--- src/rtl/reflow_scoreboard.sv ---
`default_nettype none
// +----------------------------------------------------------------------------+
// | reflow_scoreboard: in-flight writer tracker with operand forwarding/stall  |
// | Revision: 1.0                                                              |
// +----------------------------------------------------------------------------+
module reflow_scoreboard #(
   parameter int DATA_W   = 32,
   parameter int ADDR_W   = 5,
   parameter int DEPTH    = 3,
   parameter int NUM_RD   = 2,
   parameter int FILL_IDX = 1
) (
   input  logic                     clk,
   input  logic                     rst,
   input  logic                     hold,
   input  logic                     flush,
   input  logic                     in_en,
   input  logic [ADDR_W-1:0]        in_req,
   input  logic [DATA_W-1:0]        in_data,
   input  logic                     in_ready,
   input  logic                     fill_en,
   input  logic [DATA_W-1:0]        fill_data,
   input  logic [NUM_RD*ADDR_W-1:0] rd_req,
   input  logic [NUM_RD*DATA_W-1:0] rd_origin,
   output logic [NUM_RD*DATA_W-1:0] rd_data,
   output logic                     stall,
   output logic [15:0]              stall_cnt
);

   logic              r_valid [DEPTH];
   logic [ADDR_W-1:0] r_req   [DEPTH];
   logic [DATA_W-1:0] r_data  [DEPTH];
   logic              r_ready [DEPTH];
   logic [15:0]       r_stall_cnt;
   logic [NUM_RD-1:0] w_port_stall;
   logic              w_fill_hit;

   assign w_fill_hit = fill_en && r_valid[FILL_IDX] && !r_ready[FILL_IDX];

   always_ff @(posedge clk) begin
      if (rst) begin
         for (int i = 0; i < DEPTH; i++) begin
            r_valid[i] <= 1'b0;
            r_ready[i] <= 1'b0;
         end
         r_stall_cnt <= '0;
      end else begin
         if (stall && (r_stall_cnt != 16'hFFFF)) begin
            r_stall_cnt <= r_stall_cnt + 16'd1;
         end
         if (flush) begin
            for (int i = 0; i < DEPTH; i++) begin
               r_valid[i] <= 1'b0;
            end
         end else if (!hold) begin
            r_valid[0] <= in_en && (in_req != '0);
            r_req[0]   <= in_req;
            r_data[0]  <= in_data;
            r_ready[0] <= in_ready;
            for (int i = 1; i < DEPTH; i++) begin
               r_valid[i] <= r_valid[i-1];
               r_req[i]   <= r_req[i-1];
               // a late result lands in the entry as it moves one stage older
               if ((i - 1 == FILL_IDX) && w_fill_hit) begin
                  r_data[i]  <= fill_data;
                  r_ready[i] <= 1'b1;
               end else begin
                  r_data[i]  <= r_data[i-1];
                  r_ready[i] <= r_ready[i-1];
               end
            end
         end else if (w_fill_hit) begin
            r_data[FILL_IDX]  <= fill_data;
            r_ready[FILL_IDX] <= 1'b1;
         end
      end
   end

   for (genvar k = 0; k < NUM_RD; k++) begin : g_port
      logic [ADDR_W-1:0] w_sel;
      logic              w_hit;
      logic              w_hit_ready;
      logic [DATA_W-1:0] w_hit_data;

      assign w_sel = rd_req[k*ADDR_W +: ADDR_W];

      // oldest-to-youngest scan so the youngest match is the last one kept
      always_comb begin
         w_hit       = 1'b0;
         w_hit_ready = 1'b0;
         w_hit_data  = '0;
         for (int i = DEPTH - 1; i >= 0; i--) begin
            if (r_valid[i] && (r_req[i] == w_sel) && (w_sel != '0)) begin
               w_hit       = 1'b1;
               w_hit_ready = r_ready[i];
               w_hit_data  = r_data[i];
            end
         end
      end

      assign rd_data[k*DATA_W +: DATA_W] = (w_hit && w_hit_ready) ? w_hit_data
                                                                   : rd_origin[k*DATA_W +: DATA_W];
      assign w_port_stall[k] = w_hit && !w_hit_ready;
   end

   assign stall     = |w_port_stall;
   assign stall_cnt = r_stall_cnt;

endmodule
`default_nettype wire

--- config.mk ---
export PLATFORM = sky130hd
export DESIGN_NAME = reflow_scoreboard
export DESIGN_NICKNAME = d
export VERILOG_FILES = /design/src/rtl/reflow_scoreboard.sv
export SDC_FILE = /design/constraint.sdc
export NUM_CORES = 1
export LEC_CHECK = 0
export BUFFER_PORTS_ARGS = -buffer_cell sky130_fd_sc_hd__buf_2
export CAP_MARGIN = 20
export CORE_MARGIN = 1.5
export CORE_UTILIZATION = 57
export CTS_BUF_LIST = sky130_fd_sc_hd__clkbuf_16
export CTS_CLUSTER_DIAMETER = 60
export DETAILED_ROUTE_END_ITERATION = 8
export PLACE_DENSITY_LB_ADDON = 0.3
export SLEW_MARGIN = 20
export SYNTH_ARGS = -nofsm -noshare
export SYNTH_HDL_FRONTEND = slang
export SYNTH_SLANG_ARGS = --single-unit
--- constraint.sdc ---
create_clock -name clk -period 15.05 [get_ports clk]
set_input_delay 0.7525 -clock clk [delete_from_list [all_inputs] [get_ports clk]]
set_output_delay 0.7525 -clock clk [all_outputs]
set_load 0.05 [all_outputs]
==> summary.txt, run 1 <==
Yosys
  • Adder-cell share of the synthesized area: less than 1%
  • Mux cell area share after synthesis: 15.3%
  • Number of synthesized register bits: 133
  • Top cell type's share of synthesized area: between 40% and 50%
  • Post-Syn Nets: around 940
  • Post-synth top flop: edfxtp_1
  • Cells after synthesis: 791
  • Largest area contributor in the netlist: edfxtp_1
  • Largest family of logic cells by synthesized area: compound AO/OA/AOI/OAI gates
  • Post-synth EDFFs: around 120
  • Netlist cell types: 52
  • Synth area leaders: edfxtp_1 (43%), mux2_2 (10%), o21ai_0 (5.9%)
  • Mapped cell area: 0.00827 mm²
  • Mean Syn Cell Area: 10.5 µm²
  • XOR/XNOR Fraction of Synth Area: 3.18%
  • Top-count cell post-synth: edfxtp_1
  • Compound-Gate Fraction of Synth Area: 17.7%
  • Sequential cell area fraction in the yosys report: 46.4%
  • Share of synthesized flip-flops with an asynchronous set or reset: 0%
  • Synth top cells by count: edfxtp_1 (117), nand2_1 (109), o21ai_0 (97)
  • Yosys synthesis warning count: 0
  • Post-synthesis simple-gate area fraction: between 10% and 20%

Clock tree
  • CTS Sinks: roughly 130
  • Hold buffers post-CTS: 0
  • Htree depth: 4
  • CTS Buf Count: 17
  • Clock transition at path regs: ~0.060 ns
  • Clock latency on the worst-skew pair: between 0.4 and 0.5 ns
  • Post-CTS setup buffers: 0
  • CTS tree: done
  • Clock root buffer: clkbuf_16
  • Resize count post-CTS: 0
  • Clk buf depth: 2

STA
  • Tmin final: 4.30 ns
  • Setup TNS: 0 ns
  • F_max: 232 MHz
  • Least-Margin Pin Slew: 0.923 ns
  • Fin crit share: 28.6%
  • Worst slew margin: 38.5%
  • Clock skew: 0.0101 ns
  • Final hold viol count: 0
  • Max Slew Vio Count: 0
  • RSZ-0062 raised after global routing: false
  • # setup viols final: 0

Global route
  • Initial antenna violation count: 3
  • Total gr overflow: 0
  • Pin count of the biggest net entering global routing: 68
  • Global-route usage over all layers: 29.5%
  • Vias in the first global route: approximately 6800
  • First-pass GRT wire length: 34100 µm

Placed design
  • Placer Congestion: around 0.87
  • Number of I/O port buffers: 230
  • HPWL after DPL: 14500 µm

Setup path
  • Setup Crit Path Kind: in -> out
  • Setup crit end kind: output port
  • Crit start category: primary input
  • CP max FO: 33
  • Critical path data required time: 14.30 ns
  • Arrival time of the worst setup path: 3.55 ns

Floorplanning
  • Row count: 43
  • Die Y-Extent: 123 µm
  • Die area: ~0.015 mm²
  • Core area: 0.0140 mm²
  • Initial Utilization: 58.9%
  • IO Pins: 231
  • Die width: 123 µm

Route
  • Detailed Routing Iterations Pass 1: 5
  • Drt via density: 5.92
  • Via Count: 7065
  • Initial DRC count: around 750
  • Post-DRT Antenna Nets: 0
  • DRC: 0
  • Wirelength, routed: 22300 µm
  • Average routed wire per standard cell: 18.6 µm

Power and ir drop
  • Design Power: 0.948 mW
  • Pwr/cell area: 93.1 mW/mm²
  • Max IR drop VDD: 0.0000791 V
  • Leakage: 4.00 nW

Status
  • Status: completed

Layout
  • Share of cells above drive strength 1: 38.2%
  • Area occupied by registers: 0.00383 mm²
  • Nets: 1149
  • Synthesis-to-finish area growth: 23.3%
  • Fill cells: 1055
  • Multi-input combinational cell area: 0.00397 mm²

Worst hold path
  • Hold Path Class: in -> reg

Job
  • Max Cap Viol: 0
through the flow:
step	cells	setup WS (ns)	instance area, µm²	hold slack (ns)	utilization [%]
finish	1194	10.75	10200	0.510	72.6
global route	1194	10.63	10200	0.492	72.6
CTS	1189	10.54	10100	0.497	72.1
detailed placement	1157	10.55	9550	0.515	68.0
global placement	1156	10.56	9520	0.504	67.8
floorplan	791	9.01	8270	0.492	-
worst max-delay path, cell delays in order:
cell     delay (ns)
buf_2          0.17
xor2_1         0.22
nor3b_1        0.13
a211o_1        0.30
buf_4          0.27
o32a_1         0.37
o21ai_4        0.49
buf_16         0.25
mux2_1         0.35
buf_2          0.22
logic make-up after synthesis:
family | Yosys count
buffers and inverters | 126
adders and majority gates | 1
xor gates and xnor gates | 30
DFF | 133
AOI/OAI and AO/OA | 199
muxes | 110
and+or+nand+nor | 192
power breakdown:
part           switching, mW  internal (mW)
logic                 0.0776         0.0408
registers            0.00811          0.416
clock network          0.151          0.255
total                  0.237          0.712
per-layer routing:
| layer | GRT usage (%) | vias up | wire length (µm) |
|---|---|---|---|
| met4 | 11.6 | 0 | 489 |
| met5 | 0 | - | 0 |
| met1 | 37.2 | 3301 | 9000 |
| met2 | 49.1 | 390 | 10800 |
| met3 | 7.06 | 47 | 1990 |
| li1 | - | 3327 | - |
sequential cells by signal, indices dropped and copies added (netlist names):
signal,cells
r_data,96
stall_cnt,16
r_req,15
r_ready,3
r_valid,3
path summary, 6_finish.rpt:
check | start | to | slack (ns) | depth (start not counted)
max | rd_req[9] | rd_data[49] | 10.75 | 10
min | in_data[22] | r_data[0][22] | 0.51 | 1
max reg2reg | r_req[0][5] | stall_cnt[13] | 12.14 | 6
min reg2reg | stall_cnt[1] | stall_cnt[1] | 0.53 | 2
layout make-up:
class | count | share of cell area, %
diodes | 3 | 0.0737
clock buffers | 17 | 4.17
clock inverters | 15 | 1.45
inverters | 70 | 2.58
multi-input cells | 532 | 39.0
flip-flops and latches | 133 | 37.6
well taps | 180 | 2.21
repair buffers | 244 | 12.9
cells in the final DEF (no fill, tap or decap), types with 4 or more instances in the layout:
cell       instances
o32a_1            33
nand2_1          108
nor2b_1           15
buf_4             11
a21oi_1            8
inv_1             72
o21ai_0           97
clkbuf_16         17
nor2_1            19
mux2_1            27
nand4_1            6
and2_1             5
mux2_2            77
buf_2            230
clkinv_2           4
dfxtp_1           16
a21oi_2            6
mux2_4             6
nand3_1           13
edfxtp_1         117
xnor2_1           25
a32oi_1           33
xor2_1             5
No activity file was read; power rests on OpenSTA's default activity.
==> run 2, diff against run 1 <==
- CORE_UTILIZATION: 57 -> 48
- clock period: 15.05 -> 3.94 ns (I/O delays scaled with it)
==> summary.txt, run 2 (synthesis gave the netlist of run 1 again) <==
Placed design
  • HPWL after DPL: 15400 µm
  • Dpl cells: 1203
  • Number of I/O port buffers: 230
  • Placer Congestion: 0.910

Route
  • Wirelength, routed: 23500 µm
  • Post-DRT Antenna Nets: 0
  • Initial DRC count: between 600 and 700
  • Average routed wire per standard cell: about 18 µm
  • Via Count: 7145
  • Detailed Routing Iterations Pass 1: 6
  • DRC: 0
  • Drt via density: 5.62

Layout
  • Multi-input combinational cell area: roughly 0.004 mm²
  • Commonest non-fill, non-tap cell in the layout: buf_2
  • Nets: approximately 1200
  • Antenna Cells: 0
  • Most frequent cells in the layout: buf_2 (230), edfxtp_1 (117), nand2_1 (108)
  • Fill cells: between 1000 and 1500
  • Synthesis-to-finish area growth: 28.4%
  • Area occupied by registers: 0.00383 mm²
  • Reg with most FFs: r_data
  • Share of cells above drive strength 1: between 30% and 40%
  • Final core occ: 63.5%
  • Non-filler cells, final: 1272
  • Max reg flops: 96

STA
  • Final hold viol count: 0
  • Tmin final: 3.38 ns
  • # setup viols final: 0
  • Worst slew margin: 34.2%
  • Max Slew Vio Count: 0
  • Clock skew: 0.00465 ns
  • Hold_ws: 0.0544 ns
  • Setup TNS: 0 ns
  • Fin crit share: 85.8%
  • F_max: 296 MHz
  • RSZ-0062 raised after global routing: false
  • Least-Margin Pin Slew: approximately 0.98 ns

Clock tree
  • Hold buffers post-CTS: 37
  • Htree depth: 4
  • CTS Sinks: 133
  • CTS Buf Count: 17
  • Post-CTS setup buffers: 0
  • Clock transition at path regs: 0.06 ns
  • Clk buf depth: 2
  • Clock root buffer: clkbuf_16
  • Resize count post-CTS: 0
  • Clock latency on the worst-skew pair: approximately 0.42 ns
  • CTS tree: done

Global route
  • Met2 usage: 45.0%
  • Global-route usage over all layers: 26.2%
  • Total gr overflow: 0
  • Vias in the first global route: roughly 6900
  • Pin count of the biggest net entering global routing: 65
  • Grt met1 use: 33.6%
  • Grt met3 use: 5.82%
  • Initial antenna violation count: 1
  • First-pass GRT wire length: 36700 µm
  • Grt peak-use layer: met2

Status
  • Status: completed

Floorplanning
  • Die area: 0.0180 mm²
  • Core area: 0.0167 mm²
  • Row count: 47
  • IO Pins: 231
  • Die width: ~130 µm
  • Die Y-Extent: 134 µm
  • Initial Utilization: 49.5%

Power and ir drop
  • Max IR drop VDD: 0.000329 V
  • Leakage: 4.15 nW
  • Pwr/cell area: 344 mW/mm²

Setup path
  • Delay of the slowest critical-path stage: 0.79 ns
  • Crit start category: flip-flop
  • Slowest stage cell on the critical path: nor3_4
  • Setup Crit Path Kind: reg -> out
  • Arrival time of the worst setup path: 3.18 ns
  • CP max FO: 25
  • Critical-path cell list: xnor2_1 -> nand4_1 -> nor3_4 -> buf_4 -> o21ai_0 -> mux2_2 -> buf_2
  • Setup crit end kind: output port
  • Critical path data required time: approximately 3.7 ns

Worst hold path
  • Hold Path Class: in -> reg

Job
  • Max Cap Viol: 0
## run 2: power by group
group	internal, mW	switching (mW)	total (mW)
registers	1.59	0.0303	1.62
logic	0.180	0.303	0.483
clock network	0.934	0.612	1.55
## run 2: final cells by class
class,instances,share of cell area [%]
clock buffers,19,4.48
clock inverters,13,1.00
inverters,70,2.48
multi-input cells,532,37.5
flip-flops and latches,133,36.1
well taps,220,2.59
repair buffers,285,15.8
## run 2: worst max-delay path, delay by kind of cell, from the launching register on
kind            cells  cell delay, ns
buf+inv             2            0.63
flops               1            0.42
mux                 1            0.30
xor+xnor            1            0.21
compound gates      1            0.22
simple gates        2            0.97
## run 2: final timing paths
| check | from | to | slack, ns | cells after the start |
|---|---|---|---|---|
| worst max register to register | r_req[0][3] | stall_cnt[13] | 0.76 | 7 |
| worst min-delay path | in_ready | r_ready[0] | 0.05 | 2 |
| worst min register to register | r_req[0][3] | r_req[0][8] | 0.52 | 0 |
| worst max-delay path | r_req[0][3] | rd_data[26] | 0.56 | 7 |
## run 2: per-layer routing
layer	share of wire (%)	vias to the layer above
met2	50	314
li1	-	3407
met5	0.055	-
met4	1.4	2
met1	42	3391
met3	7.0	31
## run 2: stage by stage
step | worst slack [ns] | cell area (µm²) | power [mW]
after detailed placement | 0.753 | 9660 | 2.10
final | 0.559 | 10600 | 3.65
after CTS | 0.528 | 10600 | 3.66
after global placement | 0.864 | 9630 | 2.09
after global routing | 0.386 | 10600 | 3.77
after floorplan | 0.279 | 8270 | 1.93
